`src/rtl/vga_box_gen_pkg.sv`:
```
// Shared constants and types for the bouncing-box VGA pattern generator.
package vga_box_gen_pkg;

    // Visible screen geometry
    localparam int unsigned HD           = 640;
    localparam int unsigned VD           = 480;
    localparam int unsigned SCREEN_X_MAX = 639;
    localparam int unsigned SCREEN_Y_MAX = 479;

    // 4:4:4 colour
    localparam int unsigned COLOR_W = 12;
    localparam logic [COLOR_W-1:0] BOX_RGB_DEF    = 12'hF00;
    localparam logic [COLOR_W-1:0] BG_RGB_DEF     = 12'h000;
    localparam logic [COLOR_W-1:0] BORDER_RGB_DEF = 12'hFFF;

    // Axis direction: Inc = right/down, Dec = left/up
    typedef enum logic {
        AxisInc,
        AxisDec
    } axis_dir_e;

endpackage

```
`src/rtl/vga_bounce_axis.sv`:
```
// One axis of box motion: position register plus a two-state bounce FSM that
// advances only on the frame tick and clamps to the screen edge on a bounce.
module vga_bounce_axis
    import vga_box_gen_pkg::*;
#(
    parameter int unsigned LIMIT = 639,
    parameter int unsigned SIZE  = 32,
    parameter int unsigned SPEED = 2
) (
    input  logic       clk,
    input  logic       rst,
    input  logic       tick,
    output logic [9:0] pos
);

    localparam logic [10:0] LIM11   = 11'(LIMIT);
    localparam logic [10:0] SIZE11  = 11'(SIZE);
    localparam logic [10:0] SPEED11 = 11'(SPEED);

    axis_dir_e   r_dir;
    axis_dir_e   w_dir_d;
    logic [9:0]  r_pos;
    logic [9:0]  w_pos_d;
    logic [10:0] w_pos_ext;

    assign w_pos_ext = {1'b0, r_pos};
    assign pos       = r_pos;

    // State and position register
    always_ff @(posedge clk or posedge rst) begin
        if (rst) begin
            r_dir <= AxisInc;
            r_pos <= '0;
        end else begin
            r_dir <= w_dir_d;
            r_pos <= w_pos_d;
        end
    end

    // Next-state: move by SPEED, or clamp to the edge and reverse
    always_comb begin
        w_dir_d = r_dir;
        w_pos_d = r_pos;
        if (tick) begin
            unique case (r_dir)
                AxisInc: begin
                    if (w_pos_ext + SIZE11 + SPEED11 > LIM11) begin
                        w_pos_d = 10'(LIM11 + 11'd1 - SIZE11);
                        w_dir_d = AxisDec;
                    end else begin
                        w_pos_d = 10'(w_pos_ext + SPEED11);
                    end
                end
                AxisDec: begin
                    if (w_pos_ext < SPEED11) begin
                        w_pos_d = '0;
                        w_dir_d = AxisInc;
                    end else begin
                        w_pos_d = 10'(w_pos_ext - SPEED11);
                    end
                end
                default: begin
                    w_pos_d = r_pos;
                    w_dir_d = AxisInc;
                end
            endcase
        end
    end

endmodule

```
`src/rtl/vga_box_gen.sv`:
```
// Bouncing-box VGA pattern generator. Registers rgb and syncs with 1 clk
// latency; the box moves once per frame, during vertical blanking.
// Optional macro VGA_BOX_BORDER_EN draws a white 1-pixel screen border.
module vga_box_gen
    import vga_box_gen_pkg::*;
#(
    parameter int unsigned        BOX_SIZE = 32,
    parameter int unsigned        SPEED    = 2,
    parameter logic [COLOR_W-1:0] BOX_RGB  = BOX_RGB_DEF,
    parameter logic [COLOR_W-1:0] BG_RGB   = BG_RGB_DEF
) (
    input  logic               clk,
    input  logic               rst,
    input  logic               hSync_in,
    input  logic               vSync_in,
    input  logic               v_ON,
    input  logic [9:0]         p_x,
    input  logic [9:0]         p_y,
    output logic               hSync,
    output logic               vSync,
    output logic [COLOR_W-1:0] rgb
);

    localparam logic [10:0] BOX11 = 11'(BOX_SIZE);

    logic               r_frame_cond;
    logic               w_frame_cond;
    logic               w_tick;
    logic [9:0]         w_box_x;
    logic [9:0]         w_box_y;
    logic               w_inside;
    logic [COLOR_W-1:0] w_rgb_d;

    // Inputs are held for several clocks per pixel, so only the rising edge ticks
    assign w_frame_cond = (p_y == 10'(VD)) && (p_x == 10'd0);
    assign w_tick       = w_frame_cond & ~r_frame_cond;

    // Tick edge-detect register
    always_ff @(posedge clk or posedge rst) begin
        if (rst) begin
            r_frame_cond <= 1'b0;
        end else begin
            r_frame_cond <= w_frame_cond;
        end
    end

    vga_bounce_axis #(
        .LIMIT (SCREEN_X_MAX),
        .SIZE  (BOX_SIZE),
        .SPEED (SPEED)
    ) u_axis_x (
        .clk  (clk),
        .rst  (rst),
        .tick (w_tick),
        .pos  (w_box_x)
    );

    vga_bounce_axis #(
        .LIMIT (SCREEN_Y_MAX),
        .SIZE  (BOX_SIZE),
        .SPEED (SPEED)
    ) u_axis_y (
        .clk  (clk),
        .rst  (rst),
        .tick (w_tick),
        .pos  (w_box_y)
    );

    // 11-bit compares so box_pos+BOX_SIZE cannot wrap
    assign w_inside = ({1'b0, p_x} >= {1'b0, w_box_x}) &&
                      ({1'b0, p_x} <  {1'b0, w_box_x} + BOX11) &&
                      ({1'b0, p_y} >= {1'b0, w_box_y}) &&
                      ({1'b0, p_y} <  {1'b0, w_box_y} + BOX11);

    // Pixel colour selection
    always_comb begin
        w_rgb_d = '0;
        if (v_ON) begin
`ifdef VGA_BOX_BORDER_EN
            if (p_x == 10'd0 || p_x == 10'(SCREEN_X_MAX) ||
                p_y == 10'd0 || p_y == 10'(SCREEN_Y_MAX)) begin
                w_rgb_d = BORDER_RGB_DEF;
            end else if (w_inside) begin
                w_rgb_d = BOX_RGB;
            end else begin
                w_rgb_d = BG_RGB;
            end
`else
            w_rgb_d = w_inside ? BOX_RGB : BG_RGB;
`endif
        end
    end

    // Output registers
    always_ff @(posedge clk or posedge rst) begin
        if (rst) begin
            rgb   <= '0;
            hSync <= 1'b0;
            vSync <= 1'b0;
        end else begin
            rgb   <= w_rgb_d;
            hSync <= hSync_in;
            vSync <= vSync_in;
        end
    end

endmodule

```
`config.mk`:
```
export PLATFORM = sky130hd
export DESIGN_NAME = vga_box_gen
export DESIGN_NICKNAME = d
export VERILOG_FILES = /design/src/rtl/vga_box_gen_pkg.sv /design/src/rtl/vga_bounce_axis.sv /design/src/rtl/vga_box_gen.sv
export SDC_FILE = /design/constraint.sdc
export NUM_CORES = 1
export LEC_CHECK = 0
export ABC_CLOCK_PERIOD_IN_PS = 2600
export BUFFER_PORTS_ARGS = -buffer_cell sky130_fd_sc_hd__buf_2
export CELL_PAD_IN_SITES_DETAIL_PLACEMENT = 0
export CELL_PAD_IN_SITES_GLOBAL_PLACEMENT = 1
export CORE_MARGIN = 3
export CORE_UTILIZATION = 35
export CTS_CLUSTER_DIAMETER = 50
export DETAILED_ROUTE_END_ITERATION = 10
export PLACE_DENSITY_LB_ADDON = 0.3
export SLEW_MARGIN = 15
export SYNTH_ARGS = -nofsm -noshare
export SYNTH_HDL_FRONTEND = slang
export SYNTH_SLANG_ARGS = --single-unit
```
`constraint.sdc`:
```
create_clock -name clk -period 2.6 [get_ports clk]
set_input_delay 0.26 -clock clk [delete_from_list [all_inputs] [get_ports clk]]
set_output_delay 0.26 -clock clk [all_outputs]
set_load 0.01 [all_outputs]
```
After elaboration in Yosys (flattened, before gate mapping). Index checks and enable logic that the tools add are counted. Widths: inputs -> output; s select.

Add/sub/neg operators: 8. $lt $le $gt $ge: 8. Eq/ne operators: 1. Muxes and demuxes: 14. Bitwise logic cells: 4. Reductions and logical operators: 5.

Operator list (number): $mux 10 (4); $pmux 10 s2 (2); $mux 12 (2); $add 10x6->11 const B (2); $add 11x2->11 const B (2); $lt 10x11->1 (2); $add 10x2->10 const B (2); $ge 10x10->1 (2); $lt 10x2->1 const B (2); $sub 10x2->10 const B (2); $gt 11x10->1 const B (1); $gt 11x9->1 const B (1); $eq 10x9->1 const B (1); $logic_not 10->1 (1); $logic_and 1x1->1 (4); $mux 1 (4); $pmux 1 s2 (2); $not 1->1 (3); $and 1x1->1 (1).

Register bits: 37. Bits of input ports: 25.

Longest topological paths before layout. Gate-level depths: netlist (run 1).

Depth after elaboration: 7. Gate-level depth with buffers: 10. Depth with buffers taken out: 8.

Hierarchy. Synthesis (run 1) repeated with hierarchy kept, for this count alone.

Cells, all modules: 400. Area, all modules: 3108.0 um^2.

Modules (own cells, without submodules): vga_box_gen (instances 1, cells an instance 145, area an instance 1133.6 um^2, sequential area each 100.1 um^2); vga_bounce_axis at u_axis_x (instances 1, cells an instance 131, area an instance 994.7 um^2, sequential area each 250.2 um^2); vga_bounce_axis at u_axis_y (instances 1, cells an instance 124, area an instance 979.7 um^2, sequential area each 250.2 um^2).

Worst setup path before layout (run 1). Ideal clock, no wire load.

Path type: register to register. From: register u_axis_x.r_pos[5] (netlist: u_axis_x.pos[5]). To: register u_axis_x.r_pos[6] (netlist: u_axis_x.pos[6]). Setup time: 0.124 ns. Arrival: 2.219 ns. Data required time: 2.476 ns. Setup slack: 0.258 ns. Cell stages (with the launch flop): 9. Cell sequence: dfrtp_1 > inv_2 > ha_1 > nor2b_1 > a311oi_2 > a311oi_2 > a311oi_2 > nor2_2 > o31a_1.

Cells in the longest elaborated chain, start to end: 5. Elaborated cells on any way between the ends: 9. Those cells by class: add/sub: 4; order compare: 2; mux: 3.

Ends and longest elaborated chain: start: declaration (line vga_bounce_axis.sv:22) `logic [9:0] r_pos;`; start signal: assignment (line vga_bounce_axis.sv:36) `r_pos <= w_pos_d;`; $add 10x6->11 (line vga_bounce_axis.sv:47) `if (w_pos_ext + SIZE11 + SPEED11 > LIM11) begin`; $add 11x2->11 (line vga_bounce_axis.sv:47); $gt 11x10->1 (line vga_bounce_axis.sv:47); $mux 10 (line vga_bounce_axis.sv:47); $pmux 10 s2 (*) (line vga_bounce_axis.sv:45) `unique case (r_dir)`.

Every way passes the cells marked *; elsewhere a longest branch is shown, timed or not. A chain may end at the register's enable or synchronous reset.

Worst setup path in the final report (run 1).
From: register u_axis_y.r_pos[6] (netlist: u_axis_y.pos[6]). To: register u_axis_y.r_pos[8] (netlist: u_axis_y.pos[8]).

Cells in the longest elaborated chain, start to end: 5. Elaborated cells on any way between the ends: 9. Those cells by class: add/sub: 4; order compare: 2; mux: 3.

Ends and longest elaborated chain (line): start: declaration (vga_bounce_axis.sv:22); start signal: assignment (vga_bounce_axis.sv:36); $add 10x6->11 (vga_bounce_axis.sv:47); $add 11x2->11 (vga_bounce_axis.sv:47); $gt 11x9->1 (vga_bounce_axis.sv:47); $mux 10 (vga_bounce_axis.sv:47); $pmux 10 s2 (*) (vga_bounce_axis.sv:45).

Marks and branches as above.

==> impl_metrics.tcl, run 1 <==
set metrics [dict create \
    critical_path_required_ps 2770 \
    share_seq_of_total_power_pct 46.0 \
    drv.max_cap_violation_count 0 \
    cell_internal_pwr_uw 620 \
    clock_path_buffers 2 \
    postCtsSetupBuffers 0 \
    clock_power_share_pct 43.1 \
    grt_first_pass_wirelength_um 12900 \
    cts_tree "built" \
    timing.final.setup_violations 0 \
    timing.setup.critical_path_class "reg2reg" \
    syn-mean-instance-area_sq_um 8.35 \
    antennaDiodeCount 0 \
    crit-reg2reg-capture "u_axis_y.pos[8]" \
    ys_ff_latch 24 \
    ys_async_sr_fraction_pct 100 \
    setup_repair_after_global_routing_missed_its_margin "false" \
    irDropWorstVdd_mv 0.146 \
    p_per_area_mw_per_mm2 252 \
    dieArea_sq_mm 0.00936 \
    timing.final.crit_share_pct 91.6 \
    cts_buffers 3 \
    drc_viols 0 \
    final.min_clock_period_ps 2380 \
    grt_start_max_net_pins 25 \
    detailroute.via_count 2678 \
    max-slew-margin-rel_pct 59.6 \
    antenna_found_initial 0 \
    clockRootBuffer "clkbuf_8" \
    ff2ff_setup_slack_ps 220 \
    layout_setup_ws_ps 219 \
    place_worst_setup_slack_ps 197 \
    worst_setup_path_endpoint "u_axis_y.pos[8]" \
    synth_common_cells "ha_1, inv_1, o21ai_0, dfrtp_1, nand2_1" \
    comb_power_share_pct 10.9 \
    timing.setup.tns_ps 0 \
    run_status "finished, final reports clean" \
    top_level_i_o_count 39 \
    tritoncts_num_sinks 24 \
    clock_insertion_delay_at_the_later_pin_of_the_skew_report_ps 280 \
    ff2ff_path_depth 7 \
    layout.cells.non_filler 476 \
    placed_cells 472 \
    synthTopCellsByArea "dfrtp_1, ha_1, o21ai_0, buf_4, inv_1" \
    gp_congestion 0.847 \
    area_growth_syn_to_layout_pct 12.1 \
    clkTransAtPathRegs_ps 100 \
    p_switching_uw 196 \
    max_freq_ghz 0.420 \
    vias_per_cell 5.63 \
    reg2reg_from "u_axis_y.pos[6]" \
    startpoint "u_axis_y.pos[6]" \
    detail_route.wirelength_um 7630 \
    die-height_um 96.7 \
    worst_setup_path_end_kind "register" \
    total_area_of_multi_input_combinational_cells_sq_mm 0.00203 \
    number_of_enable_type_register_cells_in_the_synthesized_netlist 0 \
    final-seq-area_sq_um 601 \
    p_sw_share_pct 24.0 \
    post_synth_inst_count 345 \
    totalPowerFinal_uw 816 \
    synthDominantCellAreaShare_pct 20.8 \
    slowest_stage "dfrtp_1" \
    synth.most_common_cell "ha_1" \
    critical-path-max-stage-delay_ps 490 \
    synthesis.area_sq_mm 0.00288 \
    fill_cells 808 \
    timing.critical_path.arrival_ps 2550 \
    start_util_pct 36.7 \
    antenna_violation_net_count_after_detailed_routing 0 \
    drive_gt1_share_pct 20.3 \
    post_detailed_placement_half_perimeter_wirelength_um 5900 \
    via_count_of_the_first_global_routing_pass 2613 \
    finish.net_count 437 \
    htree_num_levels 1 \
    ys_types 67 \
    tightestPinTransition_ps 605 \
    most_frequently_used_flop_master_after_synthesis "dfrtp_1" \
    hold_path_class "in2async" \
    die_w_um 96.7 \
    slew_violations 0 \
    overflow 0 \
    firstDrtPassIters 4 \
    seq_area_frac_synth_pct 20.8 \
    route.detailed.wl_per_inst_um 16.0 \
    drt-initial-drc-count 119 \
    synth_top_cell_by_area "dfrtp_1" \
    placement_rows 32 \
    setup.worst_path.start_class "register" \
    power.leakage_uw 0.00138 \
    fin_skew_ps 3.36 \
    floorplan.core_area_sq_mm 0.00785 \
    final_hold_violation_count 0 \
    place.port_buffers 30 \
    global_route_total_usage_across_every_layer_pct 16.4 \
    worstPathCellList "ha_1 -> xor2_2 -> nand3_1 -> o32ai_1 -> a2bb2oi_4 -> nor3_2 -> a311oi_1" \
    critical_path_peak_fanout 9 \
    synth.yosys.warnings 0 \
]
[worst min-delay path by stage]
stage,endpoint,depth (start not counted)
after global placement,u_axis_x.pos[9],3
after floorplan,hSync,1
after global routing,vSync,1
after detailed placement,u_axis_x.pos[9],3
after CTS,u_axis_x.pos[9],3
final,u_axis_x.pos[8],3
[cell usage in the layout, fill, tap and decap left out, drive strengths merged, types with 8 or more instances in the layout]
master and n:
nor4 10, nor3 17, nor2 18, dfrtp 24, nand3 18, ha 37
o21ai 28, buf 49, xnor2 11, conb 8, inv 26, nand2 22
[critical path, delay by kind of cell, from the launching register on]
| family | cells | cell delay (ps) |
|---|---|---|
| adder cells (fa/ha/maj) | 1 | 270 |
| XOR/XNOR | 1 | 250 |
| AND/OR/NAND/NOR | 2 | 220 |
| AO/OA/AOI/OAI | 3 | 1040 |
| flip-flops | 1 | 490 |
[per-layer routing]
layer / GRT usage [%] / part of all wire (%) / vias to the layer above
met1: 20.5 / 44 / 1265
met3: 2.96 / 5.0 / 8
met4: 3.46 / 1.1 / 0
li1: - / - / 1336
met5: 0 / 0 / -
met2: 29.4 / 50 / 69
[layout make-up]
type	count	area share [%]
Clock buffer	3	1.28
Sequential cell	24	18.6
Tap cell	102	3.95
Timing Repair Buffer	49	9.45
Clock inverter	1	0.930
Multi-Input combinational cell	271	62.8
Inverter	26	3.02
[metrics by stage]
step	utilization [%]	cell area, sq um	hold slack (ps)
4_1_cts	41.0	3220	29.5
3_5_place_dp	40.1	3150	347
2_1_floorplan	-	2910	275
6_report	41.2	3230	21.4
3_3_place_gp	40.1	3150	344
5_1_grt	41.2	3230	53.3
[power by group through the flow]
stage                     registers, uW  logic (uW)  clock network [uW]
after floorplan                     383        56.6                   0
after global placement              382        88.2                   0
after detailed placement            382        90.0                   0
after CTS                           375        90.8                 366
after global routing                375         102                 383
final                               375        88.8                 352
[registers in the layout, summed over array words and instances (netlist names)]
name            cells
hSync               1
u_axis_x.pos        9
u_axis_x.r_dir      1
u_axis_y.pos        9
rgb                 1
r_frame_cond        1
u_axis_y.r_dir      1
vSync               1
[cells by family (layout without fill, tap and decap cells)]
| family | Yosys count | count (layout) | synth area share (%) |
|---|---|---|---|
| adder cells (fa/ha/maj) | 37 | 37 | 16.1 |
| XOR/XNOR | 12 | 12 | 4.82 |
| other | 1 | 8 | 0.130 |
| AND/OR/NAND/NOR | 118 | 118 | 23.1 |
| flip-flops | 24 | 24 | 20.8 |
| AO/OA/AOI/OAI | 95 | 95 | 24.7 |
| multiplexers | 1 | 1 | 0.347 |
| buffers and inverters | 57 | 79 | 10.1 |
[what timing repair did]
| action | in CTS | in global routing |
|---|---|---|
| gates resized for setup | 0 | 1 |
| setup endpoints to repair | 0 | 2 |
| hold buffers | 0 | 0 |
No activity file was read; power rests on OpenSTA's default activity.
==> run 2: changes to the inputs <==
--- a/config.mk
+++ b/config.mk
@@ -13,6 +13,7 @@
 export CORE_UTILIZATION = 35
 export CTS_CLUSTER_DIAMETER = 50
 export DETAILED_ROUTE_END_ITERATION = 10
+export MAX_ROUTING_LAYER = met4
 export PLACE_DENSITY_LB_ADDON = 0.3
 export SLEW_MARGIN = 15
 export SYNTH_ARGS = -nofsm -noshare
==> run 2 against run 1 <==
Cell count did not move. Routed wire length up 0.20%. Worst hold slack gained 2.5 ps. Register-to-register slack about the same. Die area unchanged. Combinational power about the same. Critical path type unchanged. Worst setup slack improved by 6.1 ps. Critical path depth did not move.
==> impl_metrics.tcl, run 2 (same netlist as run 1, synthesis figures left out) <==
set metrics [dict create \
    final_hold_violation_count 0 \
    timing.critical_path.arrival_ps 2550 \
    clock_path_buffers 2 \
    gp_congestion 0.860 \
    max_freq_ghz 0.421 \
    place_worst_setup_slack_ps 197 \
    timing.final.crit_share_pct 91.3 \
    drv.max_cap_violation_count 0 \
    die-height_um 96.7 \
    grt_start_max_net_pins 25 \
    layout_common_cells "ha_1, buf_2, inv_1, o21ai_0, dfrtp_1" \
    top_level_i_o_count 39 \
    clkTransAtPathRegs_ps 100 \
    irDropWorstVdd_mv 0.145 \
    critical-path-max-stage-delay_ps 480 \
    cell_internal_pwr_uw 620 \
    share_seq_of_total_power_pct 46.0 \
    placed_cells 472 \
    timing.final.setup_violations 0 \
    ff2ff_path_depth 7 \
    worst_path_bufs_invs 0 \
    clock_power_share_pct 43.0 \
    hold_buffers 0 \
    layout.cells.most_common "ha_1" \
    vias_per_cell 5.63 \
    fill_cells 808 \
    final-seq-area_sq_um 601 \
    firstDrtPassIters 4 \
    clock_insertion_delay_at_the_later_pin_of_the_skew_report_ps 280 \
    antenna_violation_net_count_after_detailed_routing 0 \
    post_detailed_placement_half_perimeter_wirelength_um 5900 \
    slew_violations 0 \
    detail_route.wirelength_um 7640 \
    layout_setup_ws_ps 225 \
    p_sw_share_pct 23.9 \
    antennaDiodeCount 0 \
    floorplan.core_area_sq_mm 0.00785 \
    cts_buffers 3 \
    overflow 0 \
    via_count_of_the_first_global_routing_pass 2615 \
    stdcell_area_sq_mm 0.00323 \
    fin_util_pct 41.2 \
    htree_num_levels 1 \
    drc_viols 0 \
    cts_tree "built" \
    run_status "finished, final reports clean" \
    route.detailed.wl_per_inst_um 16.1 \
    p_switching_uw 195 \
    timing.setup.critical_path_class "reg2reg" \
    total_area_of_multi_input_combinational_cells_sq_mm 0.00203 \
    area_growth_syn_to_layout_pct 12.1 \
    clockRootBuffer "clkbuf_8" \
    setup_repair_after_global_routing_missed_its_margin "false" \
    max-slew-margin-rel_pct 58.1 \
    final.min_clock_period_ps 2380 \
    power.leakage_uw 0.00138 \
    global_route_total_usage_across_every_layer_pct 16.9 \
    start_util_pct 36.7 \
    placed_cell_area_sq_mm 0.00315 \
    cp_top_family "compound AO/OA/AOI/OAI gates" \
    timing.setup.tns_ps 0 \
    grt_first_pass_wirelength_um 12900 \
    antenna_found_initial 0 \
    placement_rows 32 \
    layout.cells.non_filler 476 \
    reg2reg_from "u_axis_y.pos[6]" \
    setup.worst_path.start_class "register" \
    p_per_area_mw_per_mm2 252 \
    finish.net_count 437 \
    critical_path_peak_fanout 9 \
    comb_power_share_pct 10.9 \
    tightestPinTransition_ps 628 \
    ff2ff_setup_slack_ps 220 \
    worstPathCellList "ha_1 -> xor2_2 -> nand3_1 -> o32ai_1 -> a2bb2oi_4 -> nor3_2 -> a311oi_1" \
    slowest_stage "dfrtp_1" \
    drive_gt1_share_pct 20.3 \
    crit-reg2reg-capture "u_axis_y.pos[8]" \
    dieArea_sq_mm 0.00936 \
    drt-initial-drc-count 125 \
    die_w_um 96.7 \
    fin_skew_ps 3.15 \
    critical_path_required_ps 2770 \
    hold_path_class "in2async" \
    detailroute.via_count 2679 \
    worst_setup_path_end_kind "register" \
    place.port_buffers 30 \
    tritoncts_num_sinks 24 \
]
==> run 2: cell counts in the layout (fill, tap and decap cells not counted) <==
No cell type changed its count.
==> run 2: metrics by stage <==
stage	total power, uW	hold slack [ps]
floorplan	440	275
global placement	471	344
detailed placement	472	347
CTS	832	29.5
global route	861	53.3
finish	814	23.9
==> run 2: cell type report <==
class / count / share of cell area, %
multi-input combinational: 271 / 62.8
sequential: 24 / 18.6
timing repair buffer: 49 / 9.45
tap: 102 / 3.95
inverter: 26 / 3.02
clock buffer: 3 / 1.28
clock inverter: 1 / 0.930
==> run 2: power groups by stage <==
stage / registers, uW / clock network [uW] / logic, uW
global placement: 382 / 0 / 88.2
floorplan: 383 / 0 / 56.6
CTS: 375 / 366 / 90.8
detailed placement: 382 / 0 / 90.0
global route: 375 / 383 / 102
finish: 375 / 351 / 88.8
==> run 2: timing repair <==
action,CTS,global route
setup buffers,0,0
endpoints found under the setup margin,0,2
resized for setup,0,1
==> run 2: metal layers <==
layer | GRT usage [%] | vias to the layer above | part of all wire, %
met5 | - | - | 0
met4 | 3.46 | 0 | 0.84
met3 | 2.96 | 6 | 4.0
met2 | 29.4 | 60 | 51
met1 | 20.5 | 1274 | 44
li1 | - | 1339 | -
==> run 2: worst reg2reg max path, cell delays in order, from the launching register on <==
cell and delay (ps):
dfrtp_1 480, ha_1 270, xor2_2 250, nand3_1 110, o32ai_1 380, a2bb2oi_4 320
nor3_2 120, a311oi_1 330
==> run 2: worst max-delay path by stage <==
stage / end / from / depth (start not counted)
finish: u_axis_y.pos[8] / u_axis_y.pos[6] / 7
global route: u_axis_y.pos[8] / u_axis_y.pos[6] / 7
CTS: u_axis_x.pos[6] / u_axis_x.pos[5] / 9
detailed placement: u_axis_x.pos[6] / u_axis_x.pos[5] / 9
global placement: u_axis_y.pos[4] / u_axis_y.pos[6] / 7
floorplan: u_axis_x.pos[6] / u_axis_x.pos[5] / 8
==> run 3: changes to the inputs <==
--- a/config.mk
+++ b/config.mk
@@ -5,7 +5,7 @@
 export SDC_FILE = /design/constraint.sdc
 export NUM_CORES = 1
 export LEC_CHECK = 0
-export ABC_CLOCK_PERIOD_IN_PS = 2600
+export ABC_CLOCK_PERIOD_IN_PS = 2200
 export BUFFER_PORTS_ARGS = -buffer_cell sky130_fd_sc_hd__buf_2
 export CELL_PAD_IN_SITES_DETAIL_PLACEMENT = 0
 export CELL_PAD_IN_SITES_GLOBAL_PLACEMENT = 1
==> constraint.sdc (replaced) <==
create_clock -name clk -period 2.2 [get_ports clk]
set_input_delay 0.22 -clock clk [delete_from_list [all_inputs] [get_ports clk]]
set_output_delay 0.22 -clock clk [all_outputs]
set_load 0.01 [all_outputs]
==> run 3 against run 2 <==
Critical path depth grew 1. Cell area increased by 12%. Routed wire length rose by 10%. Clock skew down 1.2 ps. Worst hold slack gained 18 ps. Global-route usage rose by 1.4 points. Critical endpoint is now u_axis_x.pos[6]. Largest power group unchanged.
==> impl_metrics.tcl, run 3 (same netlist as run 1, synthesis figures left out) <==
set metrics [dict create \
    ff2ff_path_depth 8 \
    critical_path_required_ps 2370 \
    dieArea_sq_mm 0.00936 \
    clockRootBuffer "clkbuf_8" \
    detail_route.wirelength_um 8420 \
    grt_first_pass_wirelength_um 14000 \
    antenna_found_initial 0 \
    fin_util_pct 46.3 \
    run_status "finished, final reports clean" \
    startpoint "u_axis_x.pos[5]" \
    global_route_total_usage_across_every_layer_pct 18.3 \
    setup.worst_path.start_class "register" \
    antenna_violation_net_count_after_detailed_routing 0 \
    layout_setup_ws_ps 40.4 \
    setup_repair_after_global_routing_missed_its_margin "true" \
    final.min_clock_period_ps 2160 \
    gp_congestion 0.862 \
    cts_buffers 3 \
    area_growth_syn_to_layout_pct 26.0 \
    tritoncts_num_sinks 24 \
    timing.final.setup_violations 0 \
    max_freq_ghz 0.463 \
    die_w_um 96.7 \
    reg2reg_from "u_axis_x.pos[5]" \
    critical_path_peak_fanout 5 \
    placement_rows 32 \
    detailroute.via_count 2804 \
    grt_start_max_net_pins 25 \
    overflow 0 \
    timing.critical_path.arrival_ps 2330 \
    floorplan.core_area_sq_mm 0.00785 \
    drv.max_cap_violation_count 0 \
    antennaDiodeCount 0 \
    vias_per_cell 5.53 \
    tightestPinTransition_ps 524 \
    die-height_um 96.7 \
    firstDrtPassIters 4 \
    max-slew-margin-rel_pct 65.0 \
    worst_hold_margin_ps 41.6 \
    drc_viols 0 \
    final_hold_violation_count 0 \
    worstHoldStart "hSync_in" \
    via_count_of_the_first_global_routing_pass 2876 \
    route.detailed.wl_per_inst_um 16.6 \
    timing.setup.critical_path_class "reg2reg" \
    whs_path_depth 1 \
    timing.setup.tns_ps 0 \
    cts_tree "built" \
    clock_insertion_delay_at_the_later_pin_of_the_skew_report_ps 280 \
    place.port_buffers 30 \
    power.leakage_uw 0.00154 \
    fin_skew_ps 1.93 \
    hold_path_class "in2reg" \
    layout_common_cells "buf_4, ha_1, buf_2" \
    place_worst_setup_slack_ps -47.2 \
    irDropWorstVdd_mv 0.193 \
    drt-initial-drc-count 75 \
    slew_violations 0 \
    htree_num_levels 1 \
    drive_gt1_share_pct 33.3 \
    p_per_area_mw_per_mm2 233 \
    clkTransAtPathRegs_ps 100 \
    layout.cells.most_common "buf_4" \
    start_util_pct 36.7 \
    totalPowerFinal_uw 848 \
    top_level_i_o_count 39 \
    clock_path_buffers 2 \
    worst_setup_path_end_kind "register" \
    finish.net_count 468 \
    post_detailed_placement_half_perimeter_wirelength_um 6350 \
    timing.final.crit_share_pct 98.2 \
]
run 3: where the power goes:
group	switching, uW	total, uW	leakage, uW	internal [uW]
clock	166	296	0.0000228	130
sequential	0.393	443	0.000276	443
combinational	61.0	108	0.00124	47.3
run 3: routing by layer:
layer	GRT usage (%)	vias up	part of all wire (%)
met2	30.8	68	51
li1	-	1400	-
met5	-	-	0
met3	2.38	21	2.9
met1	22.3	1315	43
met4	7.02	0	3.0
run 3: worst max-delay path, cell delays in order, from the launching register on:
cell and delay [ps]:
dfrtp_2 470, ha_2 240, xnor2_4 170, a311oi_4 370, a311oi_4 90, a311oi_2 200
buf_4 180, nor2_2 50, o31a_1 290
run 3: final cells by class:
cell class	count	area, sq um
Inverter	26	100
Clock buffer	4	45.0
Sequential cell	24	611
Timing Repair Buffer	80	536
Fill cell	811	4220
Multi-Input combinational cell	271	2210
Tap cell	102	128
run 3: what timing repair did:
| action | CTS | global route |
|---|---|---|
| buffers inserted | 0 | 7 |
| resized for setup | 4 | 40 |
| endpoints found under the setup margin | 4 | 19 |
| hold buffers | 1 | 0 |
| endpoints found under the hold margin | 24 | 0 |
| pin swaps | 1 | 6 |
| cloned | 0 | 0 |
run 3: worst paths after layout:
check / slack, ps / end
setup reg to reg: 40 / u_axis_x.pos[6]
hold reg to reg: 600 / u_axis_y.pos[3]
hold / removal: 40 / hSync
max in group asynchronous: 1400 / u_axis_y.pos[6]
setup / recovery: 40 / u_axis_x.pos[6]
min in group asynchronous: 520 / hSync
run 3: stage by stage:
stage               std cells  cell area [sq um]
floorplan                 352               2910
global placement          495               3310
detailed placement        495               3310
CTS                       500               3390
global route              507               3630
finish                    507               3630
